==> config.mk <==
export PLATFORM = sky130hd
export DESIGN_NAME = ysyx_24110015_icache
export DESIGN_NICKNAME = d
export VERILOG_FILES = /design/src/rtl/ysyx_24110015_icache_pkg.sv /design/src/rtl/ysyx_24110015_icache_array.sv /design/src/rtl/ysyx_24110015_icache.sv
export SDC_FILE = /design/constraint.sdc
export NUM_CORES = 2
export LEC_CHECK = 0
export CAP_MARGIN = 5
export CORE_MARGIN = 5
export CORE_UTILIZATION = 45
export DETAILED_ROUTE_END_ITERATION = 16
export GPL_ROUTABILITY_DRIVEN = 0
export PLACE_DENSITY_LB_ADDON = 0.08
export SETUP_SLACK_MARGIN = 0.1
export SKIP_LAST_GASP = 1
export SLEW_MARGIN = 20
export SYNTH_ARGS = -nofsm -noshare
export SYNTH_HDL_FRONTEND = slang
export SYNTH_SLANG_ARGS = --single-unit
==> constraint.sdc <==
create_clock -name clk -period 3.55 [get_ports clk]
set_input_delay 0.355 -clock clk [delete_from_list [all_inputs] [get_ports clk]]
set_output_delay 0.355 -clock clk [all_outputs]
set_load 0.05 [all_outputs]
==> src/rtl/ysyx_24110015_icache_pkg.sv <==
// Shared types and AXI constants for the direct-mapped instruction cache.
// Contents: icache_state_e (controller states), AXI burst/size/response
// encodings and the fixed AR id used for every refill.
package ysyx_24110015_icache_pkg;

  typedef enum logic [2:0] {
    S_IDLE   = 3'd0,
    S_LOOKUP = 3'd1,
    S_AR     = 3'd2,
    S_R      = 3'd3,
    S_RESP   = 3'd4
  } icache_state_e;

  localparam logic [1:0] AXI_BURST_INCR = 2'b01;
  localparam logic [2:0] AXI_SIZE_4B    = 3'b010;
  localparam logic [1:0] RESP_OKAY      = 2'b00;
  localparam logic [3:0] AXI_ID_IFU     = 4'd0;

endpackage

==> src/rtl/ysyx_24110015_icache_array.sv <==
// Tag/data/valid storage for the instruction cache.
// Ports:
//   clk, rst        : clock, synchronous active-high reset (clears valid bits only)
//   idx             : line index shared by reads and writes (single outstanding miss)
//   rd_word         : word select for the asynchronous data read
//   rd_data/rd_tag/rd_valid : asynchronous read of the selected line
//   data_we, wr_word, wr_data : single-word write into line idx
//   line_we, line_valid, wr_tag : close a refill; tag is written only when the
//                                 line becomes valid, otherwise the line is invalidated
//   flush           : invalidate every line
module ysyx_24110015_icache_array
  import ysyx_24110015_icache_pkg::*;
#(
  parameter int unsigned NUM_LINES  = 16,
  parameter int unsigned LINE_WORDS = 4,
  parameter int unsigned TAG_W      = 24
) (
  input  logic                          clk,
  input  logic                          rst,
  input  logic [$clog2(NUM_LINES)-1:0]  idx,
  input  logic [$clog2(LINE_WORDS)-1:0] rd_word,
  output logic [31:0]                   rd_data,
  output logic [TAG_W-1:0]              rd_tag,
  output logic                          rd_valid,
  input  logic                          data_we,
  input  logic [$clog2(LINE_WORDS)-1:0] wr_word,
  input  logic [31:0]                   wr_data,
  input  logic                          line_we,
  input  logic                          line_valid,
  input  logic [TAG_W-1:0]              wr_tag,
  input  logic                          flush
);

  logic [31:0]          data_mem [NUM_LINES][LINE_WORDS];
  logic [TAG_W-1:0]     tag_mem  [NUM_LINES];
  logic [NUM_LINES-1:0] valid_q;

  assign rd_data  = data_mem[idx][rd_word];
  assign rd_tag   = tag_mem[idx];
  assign rd_valid = valid_q[idx];

  // Valid bits: the only reset state in the cache.
  always_ff @(posedge clk) begin
    if (rst || flush) begin
      valid_q <= '0;
    end else if (line_we) begin
      valid_q[idx] <= line_valid;
    end
  end

  // Data words, no reset.
  always_ff @(posedge clk) begin
    if (data_we) begin
      data_mem[idx][wr_word] <= wr_data;
    end
  end

  // Tags, no reset.
  always_ff @(posedge clk) begin
    if (line_we && line_valid) begin
      tag_mem[idx] <= wr_tag;
    end
  end

endmodule

==> src/rtl/ysyx_24110015_icache.sv <==
// Direct-mapped read-only instruction cache between the IFU fetch port and
// the IFU-side AXI master. Hits answer one cycle after acceptance; misses
// refill the whole line with one INCR burst and then answer.
// Optional build macro: ICACHE_PERF_EN adds saturating perf counters
//   (perf_hit, perf_miss, perf_refill), cleared by reset and by flush.
// Ports:
//   clk, rst                               : clock, synchronous active-high reset
//   req_valid/req_ready/req_addr           : fetch request
//   rsp_valid/rsp_ready/rsp_inst/rsp_err   : fetch response
//   flush_valid/flush_ready                : invalidate-all (fence.i)
//   arvalid/arready/araddr/arid/arlen/arsize/arburst : AXI read address
//   rvalid/rready/rdata/rresp/rlast        : AXI read data
module ysyx_24110015_icache
  import ysyx_24110015_icache_pkg::*;
#(
  parameter int unsigned NUM_LINES  = 16,
  parameter int unsigned LINE_WORDS = 4
) (
  input  logic        clk,
  input  logic        rst,
  input  logic        req_valid,
  output logic        req_ready,
  input  logic [31:0] req_addr,
  output logic        rsp_valid,
  input  logic        rsp_ready,
  output logic [31:0] rsp_inst,
  output logic        rsp_err,
  input  logic        flush_valid,
  output logic        flush_ready,
`ifdef ICACHE_PERF_EN
  output logic [31:0] perf_hit,
  output logic [31:0] perf_miss,
  output logic [31:0] perf_refill,
`endif
  output logic        arvalid,
  input  logic        arready,
  output logic [31:0] araddr,
  output logic [3:0]  arid,
  output logic [7:0]  arlen,
  output logic [2:0]  arsize,
  output logic [1:0]  arburst,
  input  logic        rvalid,
  output logic        rready,
  input  logic [31:0] rdata,
  input  logic [1:0]  rresp,
  input  logic        rlast
);

  localparam int unsigned WORD_W = $clog2(LINE_WORDS);
  localparam int unsigned OFF_W  = WORD_W + 2;
  localparam int unsigned IDX_W  = $clog2(NUM_LINES);
  localparam int unsigned TAG_W  = 32 - IDX_W - OFF_W;

  icache_state_e state_q, state_d;

  // pc_q holds addr[31:2]; the byte offset of an aligned fetch carries no information.
  logic [29:0]       pc_q, pc_d;
  logic [WORD_W-1:0] beat_q, beat_d;
  logic              err_q, err_d;

  logic [TAG_W-1:0]  tag_f;
  logic [IDX_W-1:0]  idx_f;
  logic [WORD_W-1:0] word_f;

  logic [31:0]       rd_data;
  logic [TAG_W-1:0]  rd_tag;
  logic              rd_valid;
  logic              hit;
  logic              beat_err;
  logic              data_we;
  logic              line_we;
  logic              line_valid;
  logic              unused_addr_bits;

  assign unused_addr_bits = ^req_addr[1:0];

  assign tag_f  = pc_q[29 -: TAG_W];
  assign idx_f  = pc_q[WORD_W +: IDX_W];
  assign word_f = pc_q[0 +: WORD_W];

  assign hit      = rd_valid && (rd_tag == tag_f);
  assign beat_err = (rresp != RESP_OKAY);

  assign arid    = AXI_ID_IFU;
  assign arlen   = 8'(LINE_WORDS - 1);
  assign arsize  = AXI_SIZE_4B;
  assign arburst = AXI_BURST_INCR;

  ysyx_24110015_icache_array #(
    .NUM_LINES  (NUM_LINES),
    .LINE_WORDS (LINE_WORDS),
    .TAG_W      (TAG_W)
  ) u_array (
    .clk        (clk),
    .rst        (rst),
    .idx        (idx_f),
    .rd_word    (word_f),
    .rd_data    (rd_data),
    .rd_tag     (rd_tag),
    .rd_valid   (rd_valid),
    .data_we    (data_we),
    .wr_word    (beat_q),
    .wr_data    (rdata),
    .line_we    (line_we),
    .line_valid (line_valid),
    .wr_tag     (tag_f),
    .flush      (flush_ready)
  );

  // State and request-context registers.
  always_ff @(posedge clk) begin
    if (rst) begin
      state_q <= S_IDLE;
      pc_q    <= '0;
      beat_q  <= '0;
      err_q   <= 1'b0;
    end else begin
      state_q <= state_d;
      pc_q    <= pc_d;
      beat_q  <= beat_d;
      err_q   <= err_d;
    end
  end

  // Next-state, handshake outputs and array write controls.
  always_comb begin
    state_d     = state_q;
    pc_d        = pc_q;
    beat_d      = beat_q;
    err_d       = err_q;
    req_ready   = 1'b0;
    flush_ready = 1'b0;
    rsp_valid   = 1'b0;
    rsp_inst    = '0;
    rsp_err     = 1'b0;
    arvalid     = 1'b0;
    araddr      = '0;
    rready      = 1'b0;
    data_we     = 1'b0;
    line_we     = 1'b0;
    line_valid  = 1'b0;

    unique case (state_q)
      S_IDLE: begin
        // A pending flush wins over a new request.
        if (flush_valid) begin
          flush_ready = 1'b1;
        end else begin
          req_ready = 1'b1;
          if (req_valid) begin
            pc_d    = req_addr[31:2];
            state_d = S_LOOKUP;
          end
        end
      end

      S_LOOKUP: begin
        if (hit) begin
          rsp_valid = 1'b1;
          rsp_inst  = rd_data;
          if (rsp_ready) begin
            state_d = S_IDLE;
          end
        end else begin
          state_d = S_AR;
        end
      end

      S_AR: begin
        arvalid = 1'b1;
        araddr  = {pc_q[29 -: TAG_W + IDX_W], {OFF_W{1'b0}}};
        if (arready) begin
          beat_d  = '0;
          err_d   = 1'b0;
          state_d = S_R;
        end
      end

      S_R: begin
        rready = 1'b1;
        if (rvalid) begin
          data_we = 1'b1;
          beat_d  = beat_q + WORD_W'(1);
          err_d   = err_q | beat_err;
          if (rlast) begin
            // Line becomes valid only for a clean burst of full length.
            line_we    = 1'b1;
            line_valid = !(err_q | beat_err) &&
                         (beat_q == WORD_W'(LINE_WORDS - 1));
            state_d    = S_RESP;
          end
        end
      end

      S_RESP: begin
        rsp_valid = 1'b1;
        rsp_inst  = rd_data;
        rsp_err   = err_q;
        if (rsp_ready) begin
          state_d = S_IDLE;
        end
      end

      default: begin
        state_d = S_IDLE;
      end
    endcase
  end

`ifdef ICACHE_PERF_EN
  logic hit_ev;
  logic miss_ev;
  logic refill_ev;

  assign hit_ev    = (state_q == S_LOOKUP) && hit && rsp_ready;
  assign miss_ev   = (state_q == S_LOOKUP) && !hit;
  assign refill_ev = (state_q == S_AR) || (state_q == S_R);

  // Saturating performance counters, cleared by reset and flush.
  always_ff @(posedge clk) begin
    if (rst || flush_ready) begin
      perf_hit    <= '0;
      perf_miss   <= '0;
      perf_refill <= '0;
    end else begin
      if (hit_ev && (perf_hit != '1)) begin
        perf_hit <= perf_hit + 32'd1;
      end
      if (miss_ev && (perf_miss != '1)) begin
        perf_miss <= perf_miss + 32'd1;
      end
      if (refill_ev && (perf_refill != '1)) begin
        perf_refill <= perf_refill + 32'd1;
      end
    end
  end
`endif

endmodule

==> results.md <==
- Outcome: finished, violations left
- Buffers plus inverters on the worst setup path: 8
- Antenna violations before repair: 26
- Int Pwr: 51.6 mW
- Final hold viol count: 0
- P_leak: 35.6 nW
- Logic pwr share: 0.092
- Tmin final: 4810 ps
- Most common cell in the netlist: edfxtp_1
- Skew-Pair Late Insertion Delay: 920 ps
- CTS tree: yes
- Peak VDD IR: 557 µV
- Number of global-route vias before repair: 46885
- Row count: 169
- Flop pwr share: 0.493
- Routed WL: 267 mm
- Vias: 46280
- Relative slew slack: 0.259
- Largest area contributor in the netlist: edfxtp_1
- Share of layout cells above drive strength 1: 0.358
- Place WS: -697 ps
- Hold Startpoint: rdata[27]
- Die H: 471 µm
- # DRC: 0
- Syn. warnings: 0
- Final Cell Area: 115000 µm²
- Crit Path Max Fanout: 7
- Sink Count: 2488
- Post-synth EDFFs: 2432
- Slew Viols, Final: 0
- # fillers: 16090
- Port bufs: 137
- Period utilization: 1.36
- Starting Density: 0.452
- DRT antenna net count: 0
- Critical Path Source Type: flop
- Die area: 222000 µm²
- Post-DR vias/cell: 5.99
- Final setup vio count: 33
- Crit end category: output pin
- Routed WL per cell: 34.5 µm
- Die Span X: 471 µm
- Actual slew at the worst max-slew pin: 1110 ps
- Most common flop cell mapped by yosys: edfxtp_1
- Clock power share: 0.415
- Synth Area per Inst: 23.7 µm²
- Post-synth top cells: edfxtp_1, mux4_2, nor2_1, nand2_1, clkbuf_1
- RSZ-0062 raised after global routing: true
- CP cell instances: buf_4 > buf_8 > mux4_2 > mux4_2 > xnor2_2 > nand3_2 > nor4_2 > buf_4 > a41oi_4 > buf_12 > buf_4 > buf_4 > nor2b_4 > buf_6 > buf_12
- Violated checks: setup timing
- Area of placed instances: 104000 µm²
- NetSw: 14.5 mW
- Gate Count Post-Synth: 4041
- CTS H-tree lvls: 5
- Top cell type's share of synthesized area: 0.763
- Critical Path AT: 4460 ps
- FF-to-FF setup slack: 320 ps
- Slowest stage delay, CP: 540 ps
- Final Worst Setup Slack: -1260 ps
- Worst-path cell with the longest stage delay: mux4_2
- Clk slew on worst S/H paths: 60 ps
- Flops & latches, synth: 2488
- Congestion Overflow GR: 0
- HP Class: in -> reg
- Core box area: 212000 µm²
- Num CTS Buffers: 284
- Root Buffer: clkbuf_16
- Total Nets Final: 4777
- Global-route wire length before repair: 372 mm
- Clock tree buffer depth: 4
- Syn Std Cell Area: 95700 µm²
- Synth unique cells: 53
- Top post-synthesis cells by area: edfxtp_1, mux4_2, dfxtp_1
- Switching share of power: 0.219
- Kind of critical path: reg -> out
- WP data required: 3190 ps
- Tot GR Track Use: 0.240
- Max-cap viol count: 0
- Seq/Total Area, Yosys: 0.775
- Initial drt markers: 4957
- Setup Skew: 31.7 ps
- DP Wirelength: 145 mm
- CP dominant cell by count: buf_4
- Largest net degree at the start of global routing: 95
- Family with the most delay on the worst path: buffers and inverters
- Pwr dens: 577 nW/µm²
- Syn-to-layout area delta: 19.7%
- Drt first pass iters: 5
- Asr flop ratio synth: 0
- Max Clock Freq: 0.208 GHz
- Number of I/O pins: 161
## power by group through the flow
stage / clock network, mW / logic (mW) / registers, mW
floorplan: 0 / 3.57 / 33.1
global placement: 0 / 5.76 / 33.2
detailed placement: 0 / 5.77 / 33.2
CTS: 28.0 / 6.01 / 32.5
global route: 29.4 / 6.44 / 32.5
finish: 27.4 / 6.07 / 32.5
## state kept, by name, indices dropped and copies added (netlist names), named ones only
name and count:
err_q 1, state_q 3, u_array.valid_q 16, u_array.data_mem 2048, u_array.tag_mem 384, beat_q 2
pc_q 30
## final cells by class
cell class	count	area (µm²)	share of cell area
clock inverters	116	895	0.00781
flip-flops and latches	2488	74200	0.647
repair buffers	589	6860	0.0599
inverters	14	60.1	0.000524
clock buffers	370	7740	0.0676
well taps	2821	3530	0.0308
multi-input cells	1322	21300	0.186
diodes	2	5.00	0.0000437
## what timing repair did
item                                    in CTS  in global routing
hold buffers                                26                  5
gates cloned                                 7                  2
setup buffers                               23                 29
endpoints found under the setup margin      61                 34
gates resized for setup                     99                 45
hold endpoints to repair                    30                 70
pin swaps                                    8                 10
## per-layer routing
layer | part of all wire | global-route usage
met5 | 0.000049 | 0
met4 | 0.023 | 0.0583
met3 | 0.069 | 0.0447
met2 | 0.49 | 0.392
met1 | 0.41 | 0.337
## path summary, 6_finish.rpt
kind,to,depth (start not counted)
min reg2reg,u_array.valid_q[8],2
max reg2reg,state_q[1],12
max,rsp_inst[27],15
min,u_array.data_mem[14][91],1
## logic make-up after synthesis
logic type                 share of synthesized area
AOI/OAI and AO/OA                            0.00705
other                                      0.0000785
adders and majority gates                   0.000523
DFF                                            0.775
muxes                                          0.186
buffers and inverters                         0.0129
and+or+nand+nor                               0.0165
xor gates and xnor gates                     0.00229
## layout by cell type, fill, tap and decap left out, types with 14 or more instances in the layout
cell type | Yosys | routed
nor2b_4 | 0 | 21
clkdlybuf4s50_1 | 0 | 42
a21oi_1 | 40 | 40
and2_1 | 35 | 35
buf_4 | 44 | 279
buf_16 | 0 | 18
buf_12 | 0 | 141
nor2b_1 | 43 | 15
mux4_2 | 759 | 759
clkinv_1 | 0 | 55
clkinv_2 | 0 | 33
nand2_1 | 101 | 100
xnor2_1 | 19 | 15
clkbuf_1 | 97 | 66
conb_1 | 2 | 21
mux2i_1 | 63 | 60
dfxtp_1 | 56 | 49
buf_2 | 63 | 28
clkbuf_16 | 0 | 296
dlygate4sd2_1 | 0 | 28
nor2_1 | 116 | 39
nor2_4 | 0 | 76
dlygate4sd3_1 | 0 | 31
buf_6 | 7 | 14
edfxtp_1 | 2432 | 2432
## worst register-to-register path: cells and delay by family, from the launching register on
kind            cells  cell delay [ps]
simple gates        3              610
buf+inv             5              610
xor+xnor            1              160
flops               1              400
mux                 2             1050
compound gates      1              290
## per-stage QoR
step	power [mW]	hold WS, ps	utilization	instances	setup TNS (ps)
3_3_place_gp	38.9	463	0.492	7139	-10900
3_5_place_dp	38.9	470	0.492	7139	-11370
2_1_floorplan	36.7	451	-	4060	-39590
5_1_grt	68.3	0.162	0.541	7721	-43510
4_1_cts	66.6	0.992	0.538	7681	-40220
6_report	66.0	2.77	0.541	7722	-39280
Power figures use the tool's default switching activity.
